File: config.mk
export PLATFORM = sky130hd
export DESIGN_NAME = fir_mac_sequencer
export DESIGN_NICKNAME = d
export VERILOG_FILES = /design/src/rtl/fir_mac_sequencer.sv
export SDC_FILE = /design/constraint.sdc
export NUM_CORES = 1
export LEC_CHECK = 0
export ABC_AREA = 1
export BUFFER_PORTS_ARGS = -buffer_cell sky130_fd_sc_hd__buf_2
export CAP_MARGIN = 10
export CORE_ASPECT_RATIO = 0.9
export CORE_MARGIN = 3
export CORE_UTILIZATION = 35
export CTS_CLUSTER_DIAMETER = 40
export DETAILED_ROUTE_END_ITERATION = 6
export GPL_TIMING_DRIVEN = 0
export PLACE_DENSITY = 0.59
export SYNTH_ARGS = -nofsm -noshare
export SYNTH_HDL_FRONTEND = slang
export SYNTH_SLANG_ARGS = --single-unit
File: constraint.sdc
create_clock -name clk -period 4.95 [get_ports clk]
set_clock_uncertainty 0.15 [all_clocks]
set_input_delay 0.2475 -clock clk [delete_from_list [all_inputs] [get_ports clk]]
set_output_delay 0.2475 -clock clk [all_outputs]
set_load 0.005 [all_outputs]
File: src/rtl/fir_mac_sequencer.sv
// -----------------------------------------------------------------------------
// fir_mac_sequencer
//   Time-multiplexed FIR controller. A single multiply-accumulate is stepped over
//   TAPS coefficients for every accepted sample. The block keeps the delay line
//   x[n]..x[n-TAPS+1] and emits one filtered word per sample.
//
//   Coefficients live in two banks:
//     - shadow: written at any time through the cfg_* port
//     - active: a copy of shadow taken at each sample accept
//   A sample in flight therefore never sees a coefficient change.
//
//   Optional feature (compile-time macro FIR_SEQ_SAT_EN):
//     defined   -> samples are signed, the accumulator keeps full precision
//                  (N+CW+TW bits) and data_out saturates to the signed N-bit range
//     undefined -> products and accumulator wrap modulo 2^N
//
// Ports
//   clk        in   1     rising-edge clock
//   reset      in   1     asynchronous, active-low
//   in_valid   in   1     data_in holds a sample
//   in_ready   out  1     block can take a sample this cycle (IDLE only)
//   data_in    in   N     input sample
//   out_valid  out  1     data_out holds a result (OUT state)
//   out_ready  in   1     sink takes data_out this cycle
//   data_out   out  N     filter result
//   cfg_we     in   1     coefficient write strobe
//   cfg_addr   in   TW    tap index to write (>= TAPS is ignored)
//   cfg_data   in   CW    signed coefficient value
//   busy       out  1     high in every state except IDLE
// -----------------------------------------------------------------------------
module fir_mac_sequencer #(
  parameter int N    = 16,
  parameter int TAPS = 4,
  parameter int CW   = 6,
  localparam int TW  = $clog2(TAPS)
) (
  input  logic                 clk,
  input  logic                 reset,
  input  logic                 in_valid,
  output logic                 in_ready,
  input  logic signed [N-1:0]  data_in,
  output logic                 out_valid,
  input  logic                 out_ready,
  output logic        [N-1:0]  data_out,
  input  logic                 cfg_we,
  input  logic        [TW-1:0] cfg_addr,
  input  logic signed [CW-1:0] cfg_data,
  output logic                 busy
);

  typedef enum logic [1:0] {
    S_IDLE = 2'd0,
    S_MAC  = 2'd1,
    S_OUT  = 2'd2
  } state_t;

  state_t state_q, state_d;

  logic signed [N-1:0]  x_q  [TAPS];
  logic signed [CW-1:0] ca_q [TAPS];
  logic signed [CW-1:0] cs_q [TAPS];
  logic        [TW-1:0] idx_q;
  logic        [N-1:0]  dout_q;

  logic                 accept;
  logic                 last_tap;
  logic signed [N-1:0]  x_sel;
  logic signed [CW-1:0] c_sel;
  logic [(1<<TW)-1:0]   tap_ok;

  // Power-on / reset coefficient set; taps beyond the fourth start at zero.
  function automatic logic signed [CW-1:0] def_coef(input int i);
    int v;
    v = 0;
    case (i)
      0:       v = 13;
      1:       v = -16;
      2:       v = 19;
      3:       v = -21;
      default: v = 0;
    endcase
    return CW'(v);
  endfunction

  assign accept   = (state_q == S_IDLE) && in_valid;
  assign last_tap = (idx_q == TW'(TAPS - 1));
  assign x_sel    = x_q[idx_q];
  assign c_sel    = ca_q[idx_q];

  // Address decode that stays valid when TAPS is not a power of two.
  always_comb begin
    for (int i = 0; i < (1 << TW); i++) begin
      tap_ok[i] = (i < TAPS);
    end
  end

`ifdef FIR_SEQ_SAT_EN
  localparam int AW = N + CW + TW;

  logic signed [AW-1:0]   acc_q, acc_d;
  logic signed [N+CW-1:0] prod;

  // Clamp the full-precision sum into the signed N-bit output range.
  function automatic logic [N-1:0] acc_word(input logic signed [AW-1:0] a);
    logic signed [AW-1:0] maxv;
    logic signed [AW-1:0] minv;
    maxv = {{(AW-N+1){1'b0}}, {(N-1){1'b1}}};
    minv = {{(AW-N+1){1'b1}}, {(N-1){1'b0}}};
    if (a > maxv)      return {1'b0, {(N-1){1'b1}}};
    else if (a < minv) return {1'b1, {(N-1){1'b0}}};
    else               return a[N-1:0];
  endfunction

  always_comb begin
    prod  = (N+CW)'(x_sel) * (N+CW)'(c_sel);
    acc_d = acc_q + AW'(prod);
  end
`else
  logic [N-1:0] acc_q, acc_d;
  logic [N-1:0] prod;
  logic [N-1:0] c_ext;

  // Plain modulo-2^N result: the accumulator already is the output word.
  function automatic logic [N-1:0] acc_word(input logic [N-1:0] a);
    return a;
  endfunction

  always_comb begin
    c_ext = {{(N-CW){c_sel[CW-1]}}, c_sel};
    prod  = x_sel * c_ext;
    acc_d = acc_q + prod;
  end
`endif

  // FSM state register
  always_ff @(posedge clk or negedge reset) begin
    if (!reset) state_q <= S_IDLE;
    else        state_q <= state_d;
  end

  // FSM next state
  always_comb begin
    state_d = state_q;
    case (state_q)
      S_IDLE:  if (in_valid)  state_d = S_MAC;
      S_MAC:   if (last_tap)  state_d = S_OUT;
      S_OUT:   if (out_ready) state_d = S_IDLE;
      default:                state_d = S_IDLE;
    endcase
  end

  // FSM outputs
  always_comb begin
    in_ready  = 1'b0;
    out_valid = 1'b0;
    busy      = 1'b1;
    case (state_q)
      S_IDLE: begin
        in_ready = 1'b1;
        busy     = 1'b0;
      end
      S_OUT:   out_valid = 1'b1;
      default: ;
    endcase
  end

  // Delay line, coefficient banks and MAC datapath.
  // The shadow write and the shadow->active copy share an edge on purpose:
  // the copy reads the old shadow, so a coincident write applies to the next sample.
  always_ff @(posedge clk or negedge reset) begin
    if (!reset) begin
      for (int k = 0; k < TAPS; k++) begin
        x_q[k]  <= '0;
        ca_q[k] <= def_coef(k);
        cs_q[k] <= def_coef(k);
      end
      acc_q  <= '0;
      idx_q  <= '0;
      dout_q <= '0;
    end else begin
      if (cfg_we && tap_ok[cfg_addr]) begin
        cs_q[cfg_addr] <= cfg_data;
      end
      if (accept) begin
        x_q[0] <= data_in;
        for (int k = 1; k < TAPS; k++) begin
          x_q[k] <= x_q[k-1];
        end
        ca_q  <= cs_q;
        acc_q <= '0;
        idx_q <= '0;
      end else if (state_q == S_MAC) begin
        acc_q <= acc_d;
        idx_q <= last_tap ? '0 : idx_q + TW'(1);
        if (last_tap) begin
          dout_q <= acc_word(acc_d);
        end
      end
    end
  end

  assign data_out = dout_q;

endmodule

=== After elaboration in Yosys (flattened, before gate mapping) ===
Index checks and enable logic that the tools add are counted.

* Register bits after elaboration: 148
* Output and inout bits: 19
* Logic and storage cells: 62
* Input bits: 29

* Multipliers: 1
* Multiplexer cells: 23
* Bitwise operators: 3
* Eq/ne operators: 6
* Reductions and logical operators: 7
* Order comparisons: 4
* $add $sub $neg: 2

{| class="wikitable"
|+ Operators with widths
! cell !! number
|-
| 2-to-1 mux 16 bit || 4
|-
| binary-select mux 16 bit (select 2 bit) || 1
|-
| bitwise mux 24 bit || 1
|-
| 2-to-1 mux 6 bit || 3
|-
| adder 16 bit || 1
|-
| multiplier 16 x 6 -> 16 bit || 1
|-
| binary-select mux 6 bit (select 2 bit) || 1
|-
| demux 6 bit (select 2 bit) || 1
|-
| 2-to-1 mux 2 bit || 6
|-
| greater-or-equal comparator 3 bit, second input constant || 2
|-
| inequality test 2 bit, second input constant || 3
|-
| NOT 2 -> 3 bit || 2
|-
| case mux 2 bit (3 select lines) || 1
|-
| AND reduction 3 bit || 2
|-
| equality test 2 bit, second input constant || 2
|-
| 2-to-1 mux 1 bit || 4
|-
| logical AND 1 bit || 3
|-
| < comparator 2 x 3 -> 1 bit, second input constant || 1
|-
| < comparator 3 x 1 -> 1 bit, second input constant || 1
|-
| adder 2 x 1 -> 2 bit, second input constant || 1
|-
| binary-select mux 1 bit (select 2 bit) || 1
|-
| equality test 2 x 1 -> 1 bit, second input constant || 1
|-
| logical NOT 2 bit || 1
|-
| nonzero test 2 bit || 1
|-
| NOT 1 bit || 1
|}

=== Longest topological paths before layout ===
* Depth in word-level cells: 8
* Depth in mapped cells: 29
* Gate-level depth less buffers: 27

=== Least setup slack after synthesis ===
No wires, ideal clock.

* Kind: register -> register
* Start: register idx_q[1]
* End: register acc_q[14]
* Required time: 4.678 ns
* Library setup time: 0.122 ns
* Arrival time: 4.990 ns
* Clock period less this slack: 5.261 ns
* Slack: -0.311 ns
* Cell stages (with the launch flop): 23
* Path buffers: 2
* Cell sequence: dfrtp_1 -> inv_2 -> buf_2 -> buf_1 -> a21oi_1 -> a32oi_1 -> nand2_1 -> fa_1 -> inv_1 -> fa_1 -> fa_1 -> inv_1 -> fa_1 -> inv_1 -> ha_1 -> nand2_1 -> inv_1 -> a21oi_1 -> inv_1 -> nand2_1 -> o2111ai_1 -> or2_2 -> a32o_1

* Cells in the longest elaborated chain, start to end: 8
* Elaborated cells between the ends (all ways): 11
* Classes of those cells: add/sub: 1; mul: 1; mux: 8; bitwise: 1

{| class="wikitable"
|+ Ends and longest elaborated chain
! what !! line !! RTL
|-
| from (decl) || 62 || <nowiki>logic [TW-1:0] idx_q;</nowiki>
|-
| from (signal assigned) || 194 || <nowiki>idx_q <= last_tap ? '0 : idx_q + TW'(1);</nowiki>
|-
| NOT 2 -> 3 bit (implied by the code) * || 87, 88 ||
|-
| binary-select mux 16 bit (select 2 bit) or binary-select mux 6 bit (select 2 bit) (tied branches) || 87, 88 ||
|-
| 2-to-1 mux 16 bit (implied by the code) or 2-to-1 mux 6 bit (tied branches) (2 in series) || 87, 88 ||
|-
| multiplier 16 x 6 -> 16 bit * || 130 || <nowiki>prod = x_sel * c_ext;</nowiki>
|-
| adder 16 bit * || 131 || <nowiki>acc_d = acc_q + prod;</nowiki>
|-
| 2-to-1 mux 16 bit * || 192 || <nowiki>end else if (state_q == S_MAC) begin</nowiki>
|-
| 2-to-1 mux 16 bit * || 184 || <nowiki>if (accept) begin</nowiki>
|-
| to (signal assigned) || 177 || <nowiki>acc_q <= '0;</nowiki>
|-
| to (signal assigned) || 190 || <nowiki>acc_q <= '0;</nowiki>
|-
| to (signal assigned) || 193 || <nowiki>acc_q <= acc_d;</nowiki>
|-
| to (decl) || 119 || <nowiki>logic [N-1:0] acc_q, acc_d;</nowiki>
|}

Every way passes the cells marked *; elsewhere a longest branch is shown, timed or not. The select of a mux whose other input is x is not followed.
A chain may end at the register's enable or synchronous reset.

=== Worst setup path after layout ===
* Start: register idx_q[0]
* End: register acc_q[12]

The elaborated chain is that of the path after synthesis.

==> results.cfg <==
[run_status]
outcome = finished, violations left
violations = negative setup slack

[logic_synthesis]
ys_types = 37
netlist_area_um2 = 9220
yosys-top-cells-area = dfrtp_1 (34%), nand2_1 (15%), fa_1 (13%)
yosys.area.top_type = dfrtp_1
syn_nets = 1268
yosysTopAreaCellShare_pct = 33.7
syn_inst = 1145
yosysSeqAreaShare_pct = 40.5
avgSynthCellArea_um2 = 8.05
yosysWarningCount = 0
ys_seq_elements = 148

[worst_setup_path]
cp_top_family = adder cells
r2r_slack_ps = -320
setup.worst_path.end_class = flip-flop
critPathRequiredTime_ps = 5100
critical_path.slowest_cell = fa_1
path_class = reg -> reg
crit_path_start_kind = flip-flop
worstPathArrival_ps = 5420
critPathBufInv = 8
path_max_fanout = 8
slowest_delay_ps = 550

[clocking]
cts-root-buf = clkbuf_16
cts_made_buffers = 17
cts_sinks = 148
clock_path_buffers = 2
clk_pin_slew_ps = 80
cts_tree = done
clock_latency_ps = 440
htreeDepth = 4

[floorplan]
dieArea_um2 = 28300
ios = 48
row_count = 55
die_height_um = 160
initial_core_util_pct = 36.1
die_w_um = 177
core-area_um2 = 25500

[route]
wl_per_cell_um = 15.6
wl_um = 25800
vias = 7896
drcViolationCount = 0
dr.first_iter.drc_count = 444
drt_pass1_iterations = 5
avgViaCountPerCell = 4.79
postRouteAntennaNets = 0

[layout]
nFillCells = 2372
nNetsFinal = 1418
drive_gt1_share_pct = 29.1
area_growth_pct = 34.0
utilization_pct = 48.4
antenna_cells = 0
final_common_cell = nand2_1
final_cell_mix = nand2_1 (349), inv_1 (146), dfrtp_1 (122)

[sta]
fmax_mhz = 190
min_period_ps = 5270
period_share_pct = 107
relSlewSlack_pct = 50.1
rsz0062_at_grt = true
setup_viol = 14
tightest_slew_ps = 748
fin_setup_tns_ps = -2730
hold_viol = 0
slew_violations = 0
fin_ws_ps = -324

[job]
drv_cap = 0

[global_route]
grt_pass1_wl_um = 41600
grt_overflow = 0
grt_pass1_vias = 8129
grt_usage_pct = 18.5
antenna_found_initial = 0
grt_start_max_net_pins = 97

[placement]
portBuffers = 47
routabilityCongestion = 0.843
dp_hpwl_um = 17100

[hold_path]
hold_path_class = in -> reg
-- stage by stage --
| stage | instances | hold slack, ps | setup WS, ps | instance area [um2] |
|---|---|---|---|---|
| global route | 1650 | 36.5 | -531 | 12300 |
| floorplan | 1145 | -198 | 5.41 | 9360 |
| finish | 1650 | 24.6 | -324 | 12300 |
| global placement | 1534 | 287 | -870 | 10000 |
| detailed placement | 1535 | 103 | -847 | 10100 |
| CTS | 1639 | 6.19 | -267 | 11900 |
-- area by class of cell --
type	count	area, um2	share of cell area [%]
Clock inverter	15	178	1.44
Sequential cell	148	3740	30.3
Tap cell	342	428	3.47
Clock buffer	17	425	3.45
Inverter	194	758	6.14
Timing Repair Buffer	131	1070	8.65
Multi-Input combinational cell	762	5420	43.9
Buffer	41	330	2.68
-- Yosys cell counts --
cell         n
clkinv_1     3
o21ai_1      9
nand3b_1     1
o31ai_1      1
o21ai_0    105
a21o_1       2
dfstp_2     24
nor3_1       3
nand3_2      4
inv_1      184
nand3_1     30
a221oi_1     1
dfrtp_1    124
xor2_1       6
or2_2        3
o2111ai_1    1
inv_2        7
nand2_4      2
a31oi_1      1
buf_8        1
a32oi_1     10
clkbuf_1    27
buf_2        9
nand2_1    380
o22ai_1      1
nor2_2       1
a21oi_1     22
a32o_1       2
buf_6        3
xnor2_1      4
ha_1        36
o211ai_1     1
nor2_1      68
nand2_2      9
buf_1        1
o21ai_2      1
fa_1        58
-- cells by family (layout without fill, tap and decap cells) --
kind of cell | Yosys count | count (layout) | synth area share (%)
compound gates | 157 | 157 | 9.30
xor+xnor | 10 | 10 | 0.950
fa+ha+maj | 94 | 94 | 17.5
buf+inv | 235 | 398 | 10.1
flops | 148 | 148 | 40.5
simple gates | 501 | 501 | 21.7
-- path summary, 6_finish.rpt --
path                       cells past startpoint          end        start
max in group asynchronous                      3      x_q[39]        reset
min reg2reg                                    2      ca_q[3]      cs_q[3]
min                                            4      cs_q[5]  cfg_addr[1]
max                                           25    acc_q[12]     idx_q[0]
max reg2reg                                   25    acc_q[12]     idx_q[0]
min in group asynchronous                      2  data_out[0]        reset
-- tightest hold or removal path: stages --
cell and delay [ps]:
buf_2 100, nand3_1 120, nand2_1 70, o21ai_0 70
-- registers in the layout, summed over array words and instances (netlist names) --
signal and cells:
x_q 64, ca_q 24, cs_q 24, acc_q 16, data_out 16, idx_q 2, state_q 2
-- routing by layer --
layer | global-route usage (%) | up-vias | routed length (um)
met5 | 0 | - | 0
met4 | 5.86 | 0 | 736
met3 | 3.30 | 64 | 1150
met2 | 30.5 | 192 | 12500
met1 | 24.7 | 3820 | 11400
li1 | - | 3820 | -
-- repair_timing --
item	CTS	global route
pin swaps	74	65
hold endpoints to repair	93	0
buffers inserted	45	12
hold buffers	24	0
cloned	3	1
resized for setup	147	113
setup endpoints to repair	22	22
Power is not shown: default switching activity piles up to over one toggle a cycle in this logic, so the estimate is an artifact.
